[src/rtl/csr_reg_file.sv]
// csr_reg_file: machine-mode CSR block with interrupt trap entry and mret.
//
// Ports:
//   clk        single clock, all state updates on the rising edge
//   rst        synchronous active-high reset
//   addr       CSR address (instruction bits [31:20])
//   wdata      CSR write data (rs1 value)
//   pc         PC of the instruction presenting csr_rd/csr_wr/is_mret
//   csr_rd     read strobe; rdata is zero when low
//   csr_wr     write strobe
//   is_mret    current instruction is mret
//   timer_irq  level timer interrupt request
//   ext_irq    level external interrupt request
//   rdata      combinational CSR read data
//   epc_taken  one-cycle PC redirect request
//   epc        redirect target, zero unless epc_taken is high
module csr_reg_file (
  input  logic        clk,
  input  logic        rst,
  input  logic [11:0] addr,
  input  logic [31:0] wdata,
  input  logic [31:0] pc,
  input  logic        csr_rd,
  input  logic        csr_wr,
  input  logic        is_mret,
  input  logic        timer_irq,
  input  logic        ext_irq,
  output logic [31:0] rdata,
  output logic        epc_taken,
  output logic [31:0] epc
);

  localparam logic [11:0] ADDR_MSTATUS = 12'h300;
  localparam logic [11:0] ADDR_MIE     = 12'h304;
  localparam logic [11:0] ADDR_MTVEC   = 12'h305;
  localparam logic [11:0] ADDR_MEPC    = 12'h341;
  localparam logic [11:0] ADDR_MCAUSE  = 12'h342;
  localparam logic [11:0] ADDR_MIP     = 12'h344;

  localparam logic [31:0] WORD_ALIGN = 32'hFFFF_FFFC;

  typedef enum logic [1:0] {
    IDLE = 2'd0,
    TRAP = 2'd1,
    RET  = 2'd2
  } state_t;

  state_t      state_r;
  state_t      state_next_s;

  logic        mstatus_mie_r;
  logic        mstatus_mpie_r;
  logic        mie_mtie_r;
  logic        mie_meie_r;
  logic [31:0] mtvec_r;
  logic [31:0] mepc_r;
  logic [31:0] mcause_r;
  logic        mip_mtip_r;
  logic        mip_meip_r;

  logic        pending_s;
  logic [3:0]  cause_s;
  logic        take_trap_s;
  logic        do_mret_s;
  logic        wr_en_s;
  logic [31:0] mepc_next_s;

  // Trap vector: direct mode jumps to the base, vectored mode adds 4*cause.
  function automatic logic [31:0] trap_target(input logic [31:0] tvec,
                                              input logic [3:0]  cause);
    logic [31:0] base;
    base = tvec & WORD_ALIGN;
    if (tvec[1:0] == 2'b00) begin
      trap_target = base;
    end else begin
      trap_target = base + {26'd0, cause, 2'b00};
    end
  endfunction

  assign pending_s = mstatus_mie_r &
                     ((mie_mtie_r & mip_mtip_r) | (mie_meie_r & mip_meip_r));
  // External interrupt outranks the timer.
  assign cause_s   = (mie_meie_r & mip_meip_r) ? 4'd11 : 4'd7;

  // Next-state decode and the per-cycle action strobes.
  always_comb begin
    state_next_s = state_r;
    take_trap_s  = 1'b0;
    do_mret_s    = 1'b0;
    wr_en_s      = 1'b0;
    case (state_r)
      IDLE: begin
        if (is_mret) begin
          // mret wins over a pending interrupt in the same cycle.
          do_mret_s    = 1'b1;
          wr_en_s      = csr_wr;
          state_next_s = RET;
        end else if (pending_s) begin
          // The instruction is abandoned, so its CSR write is dropped.
          take_trap_s  = 1'b1;
          state_next_s = TRAP;
        end else begin
          wr_en_s      = csr_wr;
          state_next_s = IDLE;
        end
      end
      TRAP:    state_next_s = IDLE;
      RET:     state_next_s = IDLE;
      default: state_next_s = IDLE;
    endcase
  end

  // mepc value as it will stand after this edge (used for the mret target).
  always_comb begin
    mepc_next_s = mepc_r;
    if (wr_en_s && (addr == ADDR_MEPC)) begin
      mepc_next_s = wdata & WORD_ALIGN;
    end else begin
      mepc_next_s = mepc_r;
    end
  end

  // Combinational CSR read mux; zero when not reading or unimplemented.
  always_comb begin
    rdata = 32'd0;
    if (csr_rd) begin
      case (addr)
        ADDR_MSTATUS: rdata = {24'd0, mstatus_mpie_r, 3'd0, mstatus_mie_r, 3'd0};
        ADDR_MIE:     rdata = {20'd0, mie_meie_r, 3'd0, mie_mtie_r, 7'd0};
        ADDR_MTVEC:   rdata = mtvec_r;
        ADDR_MEPC:    rdata = mepc_r;
        ADDR_MCAUSE:  rdata = mcause_r;
        ADDR_MIP:     rdata = {20'd0, mip_meip_r, 3'd0, mip_mtip_r, 7'd0};
        default:      rdata = 32'd0;
      endcase
    end else begin
      rdata = 32'd0;
    end
  end

  // State, CSR and redirect-output registers.
  always_ff @(posedge clk) begin
    if (rst) begin
      state_r        <= IDLE;
      mstatus_mie_r  <= 1'b0;
      mstatus_mpie_r <= 1'b0;
      mie_mtie_r     <= 1'b0;
      mie_meie_r     <= 1'b0;
      mtvec_r        <= 32'd0;
      mepc_r         <= 32'd0;
      mcause_r       <= 32'd0;
      mip_mtip_r     <= 1'b0;
      mip_meip_r     <= 1'b0;
      epc_taken      <= 1'b0;
      epc            <= 32'd0;
    end else begin
      state_r    <= state_next_s;
      mip_mtip_r <= timer_irq;
      mip_meip_r <= ext_irq;

      if (take_trap_s) begin
        mepc_r         <= pc & WORD_ALIGN;
        mcause_r       <= {1'b1, 27'd0, cause_s};
        mstatus_mpie_r <= mstatus_mie_r;
        mstatus_mie_r  <= 1'b0;
      end else begin
        if (wr_en_s) begin
          case (addr)
            ADDR_MSTATUS: begin
              mstatus_mie_r  <= wdata[3];
              mstatus_mpie_r <= wdata[7];
            end
            ADDR_MIE: begin
              mie_mtie_r <= wdata[7];
              mie_meie_r <= wdata[11];
            end
            ADDR_MTVEC:  mtvec_r  <= wdata;
            ADDR_MEPC:   mepc_r   <= mepc_next_s;
            ADDR_MCAUSE: mcause_r <= wdata;
            default: begin
            end
          endcase
        end else begin
        end
        // Placed after the write so mret's mstatus update takes precedence.
        if (do_mret_s) begin
          mstatus_mie_r  <= mstatus_mpie_r;
          mstatus_mpie_r <= 1'b1;
        end else begin
        end
      end

      // Redirect outputs are registered so they are valid for the whole
      // TRAP/RET cycle; mtvec cannot change on a trap edge.
      case (state_next_s)
        TRAP: begin
          epc_taken <= 1'b1;
          epc       <= trap_target(mtvec_r, cause_s);
        end
        RET: begin
          epc_taken <= 1'b1;
          epc       <= mepc_next_s;
        end
        default: begin
          epc_taken <= 1'b0;
          epc       <= 32'd0;
        end
      endcase
    end
  end

endmodule

[config.mk]
export PLATFORM = sky130hd
export DESIGN_NAME = csr_reg_file
export DESIGN_NICKNAME = d
export VERILOG_FILES = /design/src/rtl/csr_reg_file.sv
export SDC_FILE = /design/constraint.sdc
export NUM_CORES = 1
export LEC_CHECK = 0
export BUFFER_PORTS_ARGS = -buffer_cell sky130_fd_sc_hd__buf_2
export CORE_ASPECT_RATIO = 0.7
export CORE_MARGIN = 2
export CORE_UTILIZATION = 37
export CTS_CLUSTER_SIZE = 16
export DETAILED_ROUTE_END_ITERATION = 7
export PLACE_DENSITY_LB_ADDON = 0.15
export SLEW_MARGIN = 20
export SYNTH_ARGS = -nofsm -noshare
export SYNTH_HDL_FRONTEND = slang
export SYNTH_SLANG_ARGS = --single-unit
[constraint.sdc]
create_clock -name clk -period 4.4 [get_ports clk]
set_input_delay 0.44 -clock clk [delete_from_list [all_inputs] [get_ports clk]]
set_output_delay 0.44 -clock clk [all_outputs]
set_load 0.01 [all_outputs]
## Word-level counts from Yosys, hierarchy flattened

Index checks and enable logic that the tools add are counted.

| cells by class | value |
|---|---|
| muxes and demuxes | 31 |
| $add $sub $neg | 1 |
| reduce and logical (&&, ||, !) cells | 20 |
| bitwise gates (word level) | 5 |
| equality and inequality tests | 8 |

Operators by type and width:

| kind | number |
|---|---|
| $mux 32 | 9 |
| $pmux 32 s6 | 1 |
| $eq 12x10->1 const B | 6 |
| $pmux 32 s2 | 1 |
| $add 32x6->32 | 1 |
| $mux 1 | 17 |
| $reduce_and 2->1 | 6 |
| $reduce_bool 2->1 | 5 |
| $reduce_and 3->1 | 2 |
| $reduce_bool 3->1 | 2 |
| $logic_not 2->1 | 2 |
| $mux 2 | 2 |
| $mux 4 | 1 |
| $reduce_or 2->1 | 2 |
| $and 1x1->1 | 3 |
| $eq 2x1->1 const B | 1 |
| $eq 2x2->1 const B | 1 |
| $logic_and 1x1->1 | 1 |
| $not 1->1 | 1 |
| $or 1x1->1 | 1 |

| word-level totals | value |
|---|---|
| flip-flop bits (word level) | 137 |
| word-level logic and storage cells | 79 |
| bits of input ports | 83 |
| output and inout bits | 65 |

## Depth between registers and ports, before layout

| depth | value |
|---|---|
| word-level depth | 11 |
| gate-level depth with buffers | 9 |
| mapped depth without buffers | 8 |

## Least setup slack after synthesis

Ideal clock, no wire load.

| path | value |
|---|---|
| kind | input port to output port |
| from | input addr[6] |
| to | output rdata[11] |
| arrival time | 1.730 ns |
| path buffers | 3 |
| path slack | 2.230 ns |
| stages on the path | 7 |
| data required time | 3.960 ns |
| path through | buf_4 -> nor4bb_1 -> and4b_1 -> buf_4 -> clkbuf_1 -> a22oi_1 -> a21oi_1 |

| on the way | value |
|---|---|
| longest elaborated chain between the ends | 3 |
| elaborated cells on any way between the ends | 8 |
| those cells by class | 6 x eq/ne; 2 x mux |

RTL lines:

| element | RTL line | RTL |
|---|---|---|
| start: declaration | 20 | `input logic [11:0] addr,` |
| $eq 12x10->1 | 127 | `case (addr)` |
| $pmux 32 s6 (*) | 127 |  |
| $mux 32 (*) | 126 | `if (csr_rd) begin` |
| end: declaration | 28 | `output logic [31:0] rdata,` |

Every way passes the cells marked *; elsewhere a longest branch is shown, timed or not.

## Worst setup path after layout

| path | value |
|---|---|
| from | register mip_meip_r |
| to | register mepc_r[28] |

| on the way | value |
|---|---|
| longest elaborated chain between the ends | 11 |
| elaborated cells on any way between the ends | 17 |
| those cells by class | 10 x mux; 3 x bitwise; 4 x reduce/logical |

RTL lines:

| element | RTL line | RTL |
|---|---|---|
| start: declaration | 59 | `logic mip_meip_r;` |
| start signal: assignment | 159 | `mip_meip_r <= ext_irq;` |
| $and 1x1->1 (*) | 81 | `((mie_mtie_r & mip_mtip_r) \| (mie_meie_r & mip_meip_r));` |
| $or 1x1->1 (*) | 81 |  |
| $and 1x1->1 (*) | 80 | `assign pending_s = mstatus_mie_r &` |
| $mux 1 | 98 | `end else if (pending_s) begin` |
| $mux 1 | 93 | `if (is_mret) begin` |
| $mux 1 | 91 | `case (state_r)` |
| $logic_and 1x1->1 | 116 | `if (wr_en_s && (addr == ADDR_MEPC)) begin` |
| $mux 32 | 116 |  |
| $mux 32 | 168 | `case (addr)` |
| $mux 32 | 167 | `if (wr_en_s) begin` |
| $mux 32 | 161 | `if (take_trap_s) begin` |
| end signal: assignment | 162 | `mepc_r <= pc & WORD_ALIGN;` |
| end signal: assignment | 178 | `ADDR_MEPC: mepc_r <= mepc_next_s;` |
| end: declaration | 56 | `logic [31:0] mepc_r;` |

Every way passes the cells marked *; elsewhere a longest branch is shown, timed or not. The select of a mux whose other input is x is not followed.
A chain may end at the register's enable or synchronous reset.

==> flow_results.org <==
** Routing
- Routed Wire Length :: 21200 um
- Routed metal-1 wire length :: 10700 um
- Met3 wire len :: 1440 um
- Detailed-router iteration count before antenna repair :: 7
- Antenna viol nets, final :: 0
- After the first detailed-routing iteration, the DRC count stood at 533.
- Residual DRC count :: 0
- Wire length on met2 :: 8780 um
- Mean number of vias per cell :: roughly 5.5
- Wire length per cell after detailed routing :: 19.0 um
- Via count :: just over 6000
- The detailed router used layers up to and including met4.

** Run status
- Status :: completed

** Power
- Across the VDD grid, the largest voltage drop is slightly above 200 uV.
- For this design the ratio of total power to cell area is around 360 mW/mm^2.
- In this run the static leakage power is 2.80 nW.

** Job
- Maxcap violations :: 0

** Clock tree
- CTS tree :: yes
- Once the clock tree was built, the resizer swapped 0 gates to a different size.
- The H-tree was split into 4 levels.
- Setup bufs post-CTS :: 0
- At the later pin of the worst-skew pair, clock insertion delay measures 0.42 ns.
- Clock tree synthesis found a total of around 140 sinks.
- Post-CTS clock slew at the launch and capture registers of the worst setup and hold paths :: ~0.060 ns
- CTS Root Cell :: sky130_fd_sc_hd__clkbuf_16
- The number of clock buffers added by TritonCTS is 17.
- Maximum buffer depth of the clock tree :: 2
- In this run, post-CTS hold repair placed 0 buffers.

** Setup path
- Crit path max fanout :: 19
- At the worst endpoint, the arrival time is 3.19 ns.
- Crit path max-delay cell type :: sky130_fd_sc_hd__a21oi_2
- On the worst path, the slowest cell contributes a delay of ~0.71 ns.
- The worst register-to-register path begins at mip_meip_r.
- For the worst flop-to-flop path, the logic depth is 9.
- In this run the critical register-to-register path is captured at mepc_r[28].
- WS Path Type :: reg -> reg
- Crit end category :: register
- Register-to-register setup slack :: 1.56 ns
- The worst setup path is launched from a register.
- By instance count, the cell type seen most on the critical path is sky130_fd_sc_hd__buf_4.
- Required time at the endpoint of the critical path :: 4.74 ns
- The critical path goes through a22oi_1 -> nor2_1 -> nand2_2 -> inv_2 -> buf_4 -> a21oi_2 -> buf_4 -> nand2_1 -> a21oi_1.

** Global routing
- Global-route wire length before repair :: roughly 33000 um
- Entering global routing, the biggest net connects just over 60 pins.
- In the global route stage, overall resource usage came out at 0.228.
- After global routing the overflow that remains totals 0.
- The via count of the first global-routing pass is between 5000 and 6000.
- The initial antenna violation count was 0.

** Synthesis
- Cell type with the highest aggregate area in the netlist :: sky130_fd_sc_hd__dfxtp_1
- Top cells by area, synth :: sky130_fd_sc_hd__dfxtp_1, sky130_fd_sc_hd__mux2i_1, sky130_fd_sc_hd__nand2_1
- The synthesized netlist occupies a cell area of 0.00656 mm^2.
- Fraction of synthesized cell area taken by the top area cell type :: 0.418
- Post-synth net total :: between 800 and 900
- In the synthesized netlist the async set-or-reset flop fraction comes to 0.
- Synth warn :: 0
- Synth cell count leaders :: sky130_fd_sc_hd__dfxtp_1, sky130_fd_sc_hd__nand2_1, sky130_fd_sc_hd__nor2_1
- After technology mapping, the gate count stands at 757.
- The most common cell in the synthesized netlist is sky130_fd_sc_hd__dfxtp_1.
- Portion of the post-synthesis area used by sequential elements :: 0.418
- After synthesis, the netlist uses 57 different library cells.
- Mean instance size in the synthesized netlist :: 8.67 um^2
- Register bit count reported by yosys :: approximately 140
- Yosys mapped a number of flops with a built-in enable equal to 0.
- The most used flip-flop cell after synthesis is sky130_fd_sc_hd__dfxtp_1.

** Final layout
- Once layout is complete, the utilization of the core stands at 0.462.
- The filler cells instantiated in the layout total 1760.
- Share of layout cells above drive strength 1 :: 0.224
- The repair_antennas step left the layout with diodes totalling 0.
- The final layout contains 961 nets.
- Compared with the post-synthesis result, the final layout area differs by 21.6%.

** Timing
- Min cycle time layout :: ~2.8 ns
- Setup repair after global routing missed its margin :: no
- The count of final max-slew check failures was 0.
- Based on the critical path, the design can be clocked at up to around 0.35 GHz.
- Final setup fails :: 0
- In the final timing run, aggregate negative setup slack is 0 ns.
- The tightest hold path in the finished design has a slack of 0.248 ns.
- Slew at the pin with the worst max-slew slack :: 1.12 ns
- On the final layout, the worst clock skew is 0.00906 ns.
- Headroom to the max-slew limit came out at 0.251.
- Final worst-path cycle share :: 0.646
- The final-report hold violation count was 0.

** Die
- Core area :: 0.0173 mm^2
- From bottom edge to top edge, the die measures 115 um.
- The die covers 0.0188 mm^2.
- Top-Level Pins :: ~150
- For this configuration, the core starts out at a cell density of 0.380.
- From left edge to right edge, the die measures roughly 160 um.
- Number of rows in the core area :: 40

** Placement
- The wire-length estimate of the detail-placed layout is 13800 um.
- Routability-driven placement finished with a final weighted congestion of 0.803.
- Count of buffers inserted at the top-level ports :: 145

** Min path
- Counting instances, the worst hold path has a depth of 2.
- Min-Delay Endpoint :: mip_mtip_r
- Kind of path behind the tightest hold check :: in -> reg
- Startpoint of the lowest-slack hold path :: timer_irq
cell families after synthesis:
| kind of cell | Yosys count | synth area share |
|---|---|---|
| flip-flops | 137 | 0.418 |
| multiplexers | 67 | 0.103 |
| AND/OR/NAND/NOR | 261 | 0.179 |
| buffers and inverters | 71 | 0.0578 |
| adder cells (fa/ha/maj) | 6 | 0.0114 |
| XOR/XNOR | 29 | 0.0387 |
| AO/OA/AOI/OAI | 186 | 0.193 |
critical path: cells and delay by family, from the launching register on:
family	cells	cell delay (ns)
flip-flops	1	0.33
AO/OA/AOI/OAI	3	1.13
AND/OR/NAND/NOR	3	0.39
buffers and inverters	3	0.88
registers in the layout, indices dropped and copies added, names as in the netlist:
name / count
mie_meie_r: 1
epc: 32
mstatus_mpie_r: 1
mtvec_r: 32
state_r: 2
mepc_r: 32
mcause_r: 32
mip_meip_r: 1
mip_mtip_r: 1
mie_mtie_r: 1
mstatus_mie_r: 1
epc_taken: 1
layer usage:
| metal | global-route usage | vias up |
|---|---|---|
| met5 | 0 | - |
| met4 | 0.0578 | 0 |
| met3 | 0.0419 | 15 |
| met2 | 0.336 | 220 |
| met1 | 0.343 | 2920 |
| li1 | - | 2975 |
placed cells by master, fill, tap and decap left out, types with 6 or more instances in the layout:
cell	instances
sky130_fd_sc_hd__buf_2	145
sky130_fd_sc_hd__dfxtp_1	137
sky130_fd_sc_hd__nand2_1	109
sky130_fd_sc_hd__nor2_1	87
sky130_fd_sc_hd__a21oi_1	67
sky130_fd_sc_hd__mux2i_1	65
sky130_fd_sc_hd__a22oi_1	35
sky130_fd_sc_hd__o22ai_1	31
sky130_fd_sc_hd__a222oi_1	29
sky130_fd_sc_hd__xnor2_1	25
sky130_fd_sc_hd__clkbuf_16	17
sky130_fd_sc_hd__buf_4	13
sky130_fd_sc_hd__nor3_1	12
sky130_fd_sc_hd__nand3_1	8
sky130_fd_sc_hd__inv_1	7
sky130_fd_sc_hd__ha_1	6
worst max-delay path by stage:
stage / depth (start not counted) / slack, ns / start / to
after detailed placement: 8 / 1.46 / addr[5] / mcause_r[15]
after CTS: 9 / 1.53 / mip_meip_r / mepc_r[25]
after global placement: 8 / 1.51 / addr[2] / mcause_r[15]
final: 9 / 1.56 / mip_meip_r / mepc_r[28]
after floorplan: 7 / 2.23 / addr[6] / rdata[11]
after global routing: 9 / 1.31 / mie_meie_r / mepc_r[30]
area by class of cell:
type                       instances  area [um^2]  share of cell area
clock buffer                      24          492              0.0616
multi-input combinational        549         3450               0.432
tap                              231          289              0.0362
sequential                       137         2740               0.344
clock inverter                     7          139              0.0174
timing repair buffer             159          843               0.106
inverter                           8         30.0             0.00376
through the flow:
| step | cells | cell area (um^2) | power, mW | setup slack [ns] |
|---|---|---|---|---|
| 6_report | 1115 | 7980 | 2.89 | 1.56 |
| 2_1_floorplan | 757 | 6560 | 1.31 | 2.23 |
| 3_3_place_gp | 1084 | 7350 | 1.38 | 1.51 |
| 4_1_cts | 1115 | 7980 | 2.91 | 1.53 |
| 3_5_place_dp | 1084 | 7350 | 1.38 | 1.46 |
| 5_1_grt | 1115 | 7980 | 2.98 | 1.31 |
power by group:
| part | switching [mW] | total (mW) | internal (mW) | leakage (nW) |
|---|---|---|---|---|
| Clock | 0.535 | 1.54 | 1.01 | 0.310 |
| Combinational | 0.0649 | 0.104 | 0.0392 | 1.39 |
| Sequential | 0.00235 | 1.25 | 1.24 | 1.10 |
| Total | 0.603 | 2.89 | 2.29 | 2.80 |
(Power assumes the default switching activity.)
